**src/rtl/fpga_cfg_pkg.sv**
```systemverilog
// fpga_cfg_pkg: shared state type, default parameters and beat-count helper for the config loader.
package fpga_cfg_pkg;
  typedef enum logic [2:0] {IDLE, LOAD, WRITE, SETTLE, ENABLE, DONE} cfg_state_t;
  localparam int DEF_FRAME_W = 384;
  localparam int DEF_NUM_FRAMES = 267;
  localparam int DEF_IN_W = 32;
  localparam int DEF_SETTLE_CYCLES = 10;
  function automatic int beats(input int frame_w, input int in_w);
    return (frame_w + in_w - 1) / in_w;
  endfunction
endpackage

```
**src/rtl/fpga_cfg_frame_asm.sv**
```systemverilog
// fpga_cfg_frame_asm: packs stream words LSB-first into a frame shadow register.
module fpga_cfg_frame_asm
  import fpga_cfg_pkg::*;
#(
  parameter int FRAME_W = DEF_FRAME_W,
  parameter int IN_W = DEF_IN_W
) (
  input  logic               clock,
  input  logic               rst,
  input  logic               clr,
  input  logic               we,
  input  logic [IN_W-1:0]    data,
  output logic [FRAME_W-1:0] frame,
  output logic               frame_done
);
  localparam int BEATS = beats(FRAME_W, IN_W);
  localparam int BW = BEATS > 1 ? $clog2(BEATS) : 1;
  logic [BW-1:0] beat;
  assign frame_done = we && beat == BW'(BEATS - 1);
  always_ff @(posedge clock)
    if (rst || clr || frame_done) beat <= '0;
    else if (we) beat <= beat + 1'b1;
  // The last beat may be narrower than a word; its surplus upper bits are dropped.
  for (genvar b = 0; b < BEATS; b++) begin : g_beat
    localparam int LO = b * IN_W;
    localparam int W = (FRAME_W - LO < IN_W) ? FRAME_W - LO : IN_W;
    always_ff @(posedge clock)
      if (rst) frame[LO +: W] <= '0;
      else if (we && beat == BW'(b)) frame[LO +: W] <= data[W-1:0];
  end
endmodule

```
**src/rtl/fpga_config_loader.sv**
```systemverilog
// fpga_config_loader: streams a bitstream into fabric frames, then settles and enables flip-flops.
module fpga_config_loader
  import fpga_cfg_pkg::*;
#(
  parameter int FRAME_W = DEF_FRAME_W,
  parameter int NUM_FRAMES = DEF_NUM_FRAMES,
  parameter int IN_W = DEF_IN_W,
  parameter int SETTLE_CYCLES = DEF_SETTLE_CYCLES
) (
  input  logic                  clock,
  input  logic                  rst,
  input  logic                  start,
  input  logic                  s_valid,
  output logic                  s_ready,
  input  logic [IN_W-1:0]       s_data,
  output logic [FRAME_W-1:0]    configs_in,
  output logic [NUM_FRAMES-1:0] configs_en,
  output logic                  ff_en,
  output logic                  rdy,
  output logic                  busy
);
  localparam int FW = NUM_FRAMES > 1 ? $clog2(NUM_FRAMES) : 1;
  localparam int SW = SETTLE_CYCLES > 1 ? $clog2(SETTLE_CYCLES) : 1;
  cfg_state_t state, next;
  logic [FW-1:0] frame;
  logic [SW-1:0] settle;
  logic clr, hs, frame_done, last;
  assign s_ready = state == LOAD;
  assign hs = s_valid && s_ready;
  assign clr = start && (state == IDLE || state == DONE);
  assign last = frame == FW'(NUM_FRAMES - 1);
  fpga_cfg_frame_asm #(.FRAME_W(FRAME_W), .IN_W(IN_W)) u_asm (
    .clock(clock),
    .rst(rst),
    .clr(clr),
    .we(hs),
    .data(s_data),
    .frame(configs_in),
    .frame_done(frame_done)
  );
  always_comb begin
    next = state;
    unique case (state)
      IDLE, DONE: next = start ? LOAD : state;
      LOAD:       next = frame_done ? WRITE : LOAD;
      WRITE:      next = last ? SETTLE : LOAD;
      SETTLE:     next = settle == SW'(SETTLE_CYCLES - 1) ? ENABLE : SETTLE;
      ENABLE:     next = DONE;
      default:    next = IDLE;
    endcase
  end
  // Outputs are registered from the next state so they line up with the state they describe.
  always_ff @(posedge clock)
    if (rst) begin
      state <= IDLE;
      frame <= '0;
      settle <= '0;
      configs_en <= '0;
      ff_en <= 1'b0;
      rdy <= 1'b0;
      busy <= 1'b0;
    end else begin
      state <= next;
      frame <= clr ? '0 : (state == WRITE && !last) ? frame + 1'b1 : frame;
      settle <= (state == SETTLE && next == SETTLE) ? settle + 1'b1 : '0;
      configs_en <= next == WRITE ? NUM_FRAMES'(1) << frame : '0;
      ff_en <= next == ENABLE || next == DONE;
      rdy <= next == DONE;
      busy <= next inside {LOAD, WRITE, SETTLE, ENABLE};
    end
endmodule

```
**config.mk**
```make
export PLATFORM = sky130hd
export DESIGN_NAME = fpga_config_loader
export DESIGN_NICKNAME = d
export VERILOG_FILES = /design/src/rtl/fpga_cfg_pkg.sv /design/src/rtl/fpga_cfg_frame_asm.sv /design/src/rtl/fpga_config_loader.sv
export SDC_FILE = /design/constraint.sdc
export NUM_CORES = 1
export LEC_CHECK = 0
export ABC_AREA = 1
export BUFFER_PORTS_ARGS = -buffer_cell sky130_fd_sc_hd__buf_2
export CAP_MARGIN = 20
export CELL_PAD_IN_SITES_DETAIL_PLACEMENT = 0
export CELL_PAD_IN_SITES_GLOBAL_PLACEMENT = 1
export CORE_AREA = 8 8 262 264
export CTS_CLUSTER_DIAMETER = 80
export DETAILED_ROUTE_END_ITERATION = 12
export DIE_AREA = 0 0 270 272
export PLACE_DENSITY_LB_ADDON = 0.12
export SKIP_CTS_REPAIR_TIMING = 1
export SYNTH_ARGS = -nofsm -noshare
export SYNTH_HDL_FRONTEND = slang
export SYNTH_HIERARCHICAL = 1
export SYNTH_SLANG_ARGS = --single-unit
```
**constraint.sdc**
```tcl
create_clock -name clock -period 6.61 [get_ports clock]
set_input_delay 0.9915 -clock clock [delete_from_list [all_inputs] [get_ports clock]]
set_output_delay 0.9915 -clock clock [all_outputs]
set_load 0.01 [all_outputs]
```
==> metrics.md, run 1 <==
| Metric | Value |
|---|---|
| Final Wtd Congestion | 0.8690 |
| Post-Synth XOR/XNOR Area | 0.2542% |
| Tmin final | 4123 ps |
| Max Fclk | 242.6 MHz |
| Root buffer cell | clkbuf_16 |
| First-pass GRT wire length | 142700 µm |
| Area contributors post-synth | dfxtp_1 56%, nor2_1 17%, nand3_1 9.6%, nand2_1 7.8%, buf_2 1.7% |
| Worst endpoint data arrival time | 4660 ps |
| Clk pin slew, worst setup/hold paths | 70 ps |
| Initial antenna violation count | 0 |
| Setup Skew | 23.41 ps |
| Post-synth cell types | 29 |
| Port bufs | 690 |
| RSZ-0062 raised after global routing | false |
| Switching share of power | 22.98% |
| PD cells | 286.7 nW/µm² |
| Share of total power in sequential cells | 47.7% |
| Family with the most delay on the worst path | simple AND/OR/NAND/NOR gates |
| Tightest Pin Transition | 1206 ps |
| Buf/Inv on CP | 1 |
| Worst path slowest cell | nor3b_2 |
| Pre-CTS setup slack | 1679 ps |
| TritonCTS clock tree | built |
| Vias per cell | 4.856 |
| Vias in the first global route | 21460 |
| Avg WL per Cell | 21.33 µm |
| Slew Limit Fails | 0 |
| Dpl hpwl | 66880 µm |
| WL final | 97930 µm |
| Die Wd | 270 µm |
| Syn avg cell area | 7.694 µm² |
| Layout cell share with drive strength beyond 1 | 23.72% |
| Leakage | 13.88 nW |
| Core area | 64800 µm² |
| Internal | 6.621 mW |
| Crit path cell chain | nand2_1 -> nor3b_2 -> nand2_4 -> nor2_4 -> nand4_2 -> nor2_4 -> nand3_4 -> buf_4 -> nor2_1 |
| Hold Path Class | reg2reg |
| Critical Path RT | 7140 ps |
| # setup viols final | 0 |
| Largest net degree at the start of global routing | 221 |
| Clock buffer depth | 3 |
| Final hold violation count | 0 |
| Register area share after synthesis | 55.95% |
| Starting density of the core | 37.21% |
| # DRC | 0 |
| Yosys top cell area share | 55.95% |
| Compound-Gate Fraction of Synth Area | 0.3840% |
| Worst setup margin | 2487 ps |
| I/O pins | 691 |
| Max cap viols | 0 |
| Sink Count | 674 |
| Post-route ant nets | 0 |
| Crit path top cell by count | nor2_4 |
| Final period util | 62.37% |
| Post-Syn Area | 24110 µm² |
| Ant diodes | 0 |
| Via total after detailed routing | 22290 |
| Peak VDD IR | 0.1767 mV |
| Num CTS Buffers | 74 |
| Simple-gate share of the synthesized area | 35.83% |
| Die Y | 272 µm |
| Seq cells post-synth | 674 |
| Max_slew headroom | 19.59% |
| Synth Instances | 3134 |
| Setup tns final | 0 ps |
| Net load switching power | 1.976 mW |
| Clock power frac | 48.8% |
| Nets@finish | 3717 |
| # rows | 94 |
| Finished Cell Area | 29990 µm² |
| Setup crit end kind | register |
| Combinational power share | 3.6% |
| CP Max Fanout | 97 |
| H-tree levels | 3 |
| Drt first pass iters | 6 |
| Synth area leader | dfxtp_1 |
| CP peak stage delay | 830 ps |
| Grt total ovfl | 0 |
| Syn_nets | 3182 |
| GRT Overall Usage | 25.31% |
| Element type at the critical path start | register |
| Critical setup path kind | reg2reg |
| Status | finished, final reports clean |
| Count of yosys warnings during synthesis | 6 |
| Adder-Cell Fraction of Synth Area | 0.6226% |
| Clock latency on the worst-skew pair | 620 ps |
| Mux contribution to synthesized area | 0% |
| Area grow syn2layout | 24.35% |
| Initial DRC Count | 1960 |
| Placed Area | 27490 µm² |
| DIE AREA | 73440 µm² |
| Main combinational cell family by area after synthesis | simple AND/OR/NAND/NOR gates |
[flip-flops by register name (all words and copies together), names as in the netlist, 3 cells and up]
register	count
u_asm/beat	4
settle	4
state	3
u_asm/frame	384
frame	9
configs_en	267
[cells in the mapped netlist, drive strengths merged]
library cell,number
a21oi,11
buf,151
clkbuf,98
clkinv,1
dfxtp,674
ha,12
inv,80
nand2,509
nand3,465
nand4,5
nor2,1101
nor3,12
nor3b,1
o21ai,6
o21bai,1
xnor2,2
xor2,5
[per-stage QoR]
stage / instances / hold slack (ps) / power [mW] / util, %
global route: 4591 / 499.7 / 8.884 / 46.27
detailed placement: 4456 / 459.5 / 4.495 / 42.42
global placement: 4456 / 442.8 / 4.491 / 42.42
finish: 4591 / 471.8 / 8.597 / 46.27
CTS: 4590 / 475.5 / 8.668 / 46.23
floorplan: 3134 / 433.4 / 4.370 / -
[cell usage in the layout, fill, tap and decap left out, types with 14 or more instances in the layout]
master,netlist,final
nor2_2,16,14
buf_4,23,16
inv_1,66,65
nand2_1,503,503
clkinv_2,0,17
clkbuf_16,0,75
dfxtp_1,674,674
buf_2,81,690
nand3_1,463,463
nor2_4,10,16
nor2_1,1075,1071
clkbuf_8,0,14
[routing by layer]
| metal | vias to the layer above | routed length (µm) | GRT usage [%] | share of wire (%) |
|---|---|---|---|---|
| li1 | 10800 | - | - | - |
| met1 | 10540 | 37800 | 28.86 | 39 |
| met2 | 811 | 49130 | 44.82 | 50 |
| met3 | 150 | 7775 | 7.261 | 7.9 |
| met4 | 0 | 3232 | 9.193 | 3.3 |
| met5 | - | 0 | 0 | 0 |
[final timing paths]
check            start         endpoint  slack, ps  cells after the start
max           state[0]  configs_en[110]       2490                      9
min          settle[0]        settle[0]        470                      1
max reg2reg   state[0]  configs_en[110]       2490                      9
min reg2reg  settle[0]        settle[0]        470                      1
[cells by family (layout without fill, tap and decap cells)]
group,count (synthesis),after routing
simple gates,2093,2093
flops,674,674
buf+inv,330,923
fa+ha+maj,12,12
compound gates,18,18
xor+xnor,7,7
[power groups by stage]
stage / clock [mW] / sequential (mW) / combinational, mW
after global routing: 4.45 / 4.10 / 0.335
final: 4.19 / 4.10 / 0.307
after global placement: 0 / 4.19 / 0.306
after CTS: 4.26 / 4.10 / 0.309
after detailed placement: 0 / 4.19 / 0.308
after floorplan: 0 / 4.19 / 0.176
[cell type report]
type,count,area [µm²]
clock buffers,102,2118
fillers,6577,34820
flip-flops and latches,674,13490
well taps,864,1081
clock inverters,32,351.6
inverters,81,316.6
multi-input cells,2130,9005
repair buffers,708,3621
Note: power is estimated with default switching activity, not from simulation.
==> run 2: changes to the inputs <==
--- a/config.mk
+++ b/config.mk
@@ -5,15 +5,16 @@
 export SDC_FILE = /design/constraint.sdc
 export NUM_CORES = 1
 export LEC_CHECK = 0
-export ABC_AREA = 1
+export ABC_AREA = 0
 export BUFFER_PORTS_ARGS = -buffer_cell sky130_fd_sc_hd__buf_2
 export CAP_MARGIN = 20
 export CELL_PAD_IN_SITES_DETAIL_PLACEMENT = 0
 export CELL_PAD_IN_SITES_GLOBAL_PLACEMENT = 1
-export CORE_AREA = 8 8 262 264
+export CORE_ASPECT_RATIO = 1.25
+export CORE_MARGIN = 8
+export CORE_UTILIZATION = 33
 export CTS_CLUSTER_DIAMETER = 80
 export DETAILED_ROUTE_END_ITERATION = 12
-export DIE_AREA = 0 0 270 272
 export PLACE_DENSITY_LB_ADDON = 0.12
 export SKIP_CTS_REPAIR_TIMING = 1
 export SYNTH_ARGS = -nofsm -noshare
==> constraint.sdc (replaced) <==
create_clock -name clock -period 3.39 [get_ports clock]
set_input_delay 0.5085 -clock clock [delete_from_list [all_inputs] [get_ports clock]]
set_output_delay 0.5085 -clock clock [all_outputs]
set_load 0.01 [all_outputs]
==> metrics.md, run 2 <==
| Metric | Value |
|---|---|
| Count of yosys warnings during synthesis | 6 (unchanged) |
| Root buffer cell | clkbuf_16 |
| WL final | 95040 µm (-3.0%) |
| Clock buffer depth | 3 (unchanged) |
| Die Wd | 247.8 µm (-8.2%) |
| Largest net degree at the start of global routing | 221 (unchanged) |
| # rows | 106 (+13%) |
| Syn avg cell area | 8.836 µm² (+15%) |
| Worst endpoint data arrival time | 3720 ps (-940 ps) |
| Syn_nets | 2557 (-20%) |
| Dpl hpwl | 66950 µm (+0.10%) |
| Max Fclk | 310.7 MHz (+28%) |
| H-tree levels | 3 (unchanged) |
| Synth top cells by count | 797 x nand2_1, 674 x dfxtp_1, 385 x a21oi_1, 249 x nor3_1, 127 x clkbuf_1 |
| Worst hold slack | 225.4 ps (-246.3 ps) |
| Grt total ovfl | 0 (unchanged) |
| # setup viols final | 0 (unchanged) |
| Tmin final | 3219 ps (-903.9 ps) |
| Post-route ant nets | 0 (unchanged) |
| RSZ-0062 raised after global routing | false |
| Post-synth EDFFs | 0 (unchanged) |
| Buf/Inv on CP | 3 (+2) |
| Most used DFF post-synth | dfxtp_1 |
| Tightest Pin Transition | 1167 ps (-39.29 ps) |
| Element type at the critical path start | register |
| Worst setup margin | 171.1 ps (-2316 ps) |
| Core area | 66710 µm² (+2.9%) |
| Drt first pass iters | 5 (-1) |
| Async SR Flop Fraction | 0% (unchanged) |
| Vias in the first global route | 19190 (-11%) |
| Biggest regs | u_asm/frame: 384 flops, configs_en: 267 flops, frame: 9 flops |
| Setup crit end kind | register |
| Die Y | 305.8 µm (+12%) |
| Worst path slowest cell | dfxtp_1 |
| Leakage | 11.81 nW (-15%) |
| Final Util | 42.33% (-3.9 points) |
| Synth area leader | dfxtp_1 |
| Peak VDD IR | 0.3597 mV (+100%) |
| TritonCTS clock tree | built |
| Avg WL per Cell | 23.76 µm (+11%) |
| Hold Path Class | in2reg |
| Commonest non-fill, non-tap cell in the layout | nand2_1 |
| Setup tns final | 0 ps (unchanged) |
| First-pass GRT wire length | 135800 µm (-4.8%) |
| Initial antenna violation count | 3 (+3) |
| Pre-CTS setup slack | 16.62 ps (-1662 ps) |
| Most frequent cells in the layout | 797 x nand2_1, 689 x buf_2, 674 x dfxtp_1 |
| Slew Limit Fails | 0 (unchanged) |
| Vias per cell | 4.899 (+0.89%) |
| Final Wtd Congestion | 0.8017 (-7.7%) |
| Area grow syn2layout | 27.38% |
| Setup Skew | 22.86 ps (-0.5481 ps) |
| Max cap viols | 0 (unchanged) |
| Max_slew headroom | 22.21% (+2.6 points) |
| Largest register FFs | 384 (unchanged) |
| Post-Syn Area | 22170 µm² (-8.1%) |
| Starting density of the core | 33.23% (-4.0 points) |
| Worst Setup SP | state[0] |
| Port bufs | 690 (unchanged) |
| Seq cells post-synth | 674 (unchanged) |
| Hold Path Origin | rst |
| Final hold violation count | 0 (unchanged) |
| PD cells | 572.8 nW/µm² (+100%) |
| Clock latency on the worst-skew pair | 610 ps (about the same) |
| Reg2reg start | state[0] |
| Register area share after synthesis | 60.86% (+4.9 points) |
| # DRC | 0 (unchanged) |
| CP Max Fanout | 185 (+91%) |
| CP peak stage delay | 460 ps (-370 ps) |
| DIE AREA | 75780 µm² (+3.2%) |
| Post-synth cell types | 44 (+52%) |
| Most frequent cell after synthesis | nand2_1 |
| GRT Overall Usage | 23.90% (-1.4 points) |
| Critical Path RT | 3890 ps (-3250 ps) |
| Num CTS Buffers | 69 (-6.8%) |
| Synth Instances | 2509 (-20%) |
| Biggest register | u_asm/frame |
| Final period util | 94.95% (+33 points) |
| Nets@finish | 3133 (-16%) |
| Crit path cell chain | nand2b_1 -> nor2_1 -> and2_1 -> nand4b_4 -> inv_2 -> buf_4 -> nor2b_1 -> o31ai_4 -> o21ai_4 -> buf_12 -> nor3_1 |
| Sink Count | 674 (unchanged) |
| Clk pin slew, worst setup/hold paths | 60 ps (about the same) |
| Status | finished, final reports clean |
| Initial DRC Count | 1314 (-33%) |
| Via total after detailed routing | 19600 (-12%) |
| Layout cell share with drive strength beyond 1 | 27.95% (+4.2 points) |
| Yosys top cell area share | 60.86% (+4.9 points) |
| I/O pins | 691 (unchanged) |
| Family with the most delay on the worst path | simple AND/OR/NAND/NOR gates |
| Critical setup path kind | reg2reg |
| Area contributors post-synth | dfxtp_1 61%, nand2_1 13%, a21oi_1 8.7%, nor3_1 5.6%, clkbuf_1 2.2% |
## run 2: routing by layer
layer  vias up  share of wire, %  track usage [%]
li1       9326                 -                -
met1      9378                39            27.44
met2       760                49            40.95
met3       130               9.3            7.635
met4         2               3.4            9.057
met5         -             0.018                0
## run 2: layout make-up
cell class / count / area, µm²
Sequential cell: 674 / 13490
Inverter: 8 / 30.03
Fill cell: 6680 / 38470
Antenna cell: 2 / 5.005
Clock inverter: 25 / 377.9
Multi-Input combinational cell: 1595 / 7456
Timing Repair Buffer: 737 / 3841
Tap cell: 864 / 1081
Clock buffer: 95 / 1956
## run 2: logic make-up (layout without fill, tap and decap cells)
logic type      count (synthesis)  after routing  synth area share, %
fa+ha+maj                      12             12               0.6772
flops                         674            674                60.86
xor+xnor                       12             12               0.4741
mux                             2              2              0.09030
buf+inv                       241            865                5.836
compound gates                396            397                9.058
simple gates                 1172           1172                23.00
other cells                     0              2                    0
## run 2: stage by stage
step,instance area [µm²],std cells,total power [mW]
after detailed placement,25870,3877,8.501
after CTS,28200,3997,16.38
final,28240,4000,16.18
after floorplan,22170,2509,8.316
after global placement,25870,3877,8.499
after global routing,28240,3999,16.72
## run 2: final timing paths
kind | to | slack [ps] | cells past startpoint
min reg2reg | u_asm/frame[20] | 450 | 2
max | configs_en[170] | 170 | 11
max reg2reg | configs_en[170] | 170 | 11
min | state[0] | 230 | 2
## run 2: where the power goes
group	total (mW)	switching (mW)	internal (mW)
registers	7.95	0.0144	7.94
logic	0.366	0.298	0.0671
clock network	7.86	3.25	4.61
total	16.2	3.56	12.6
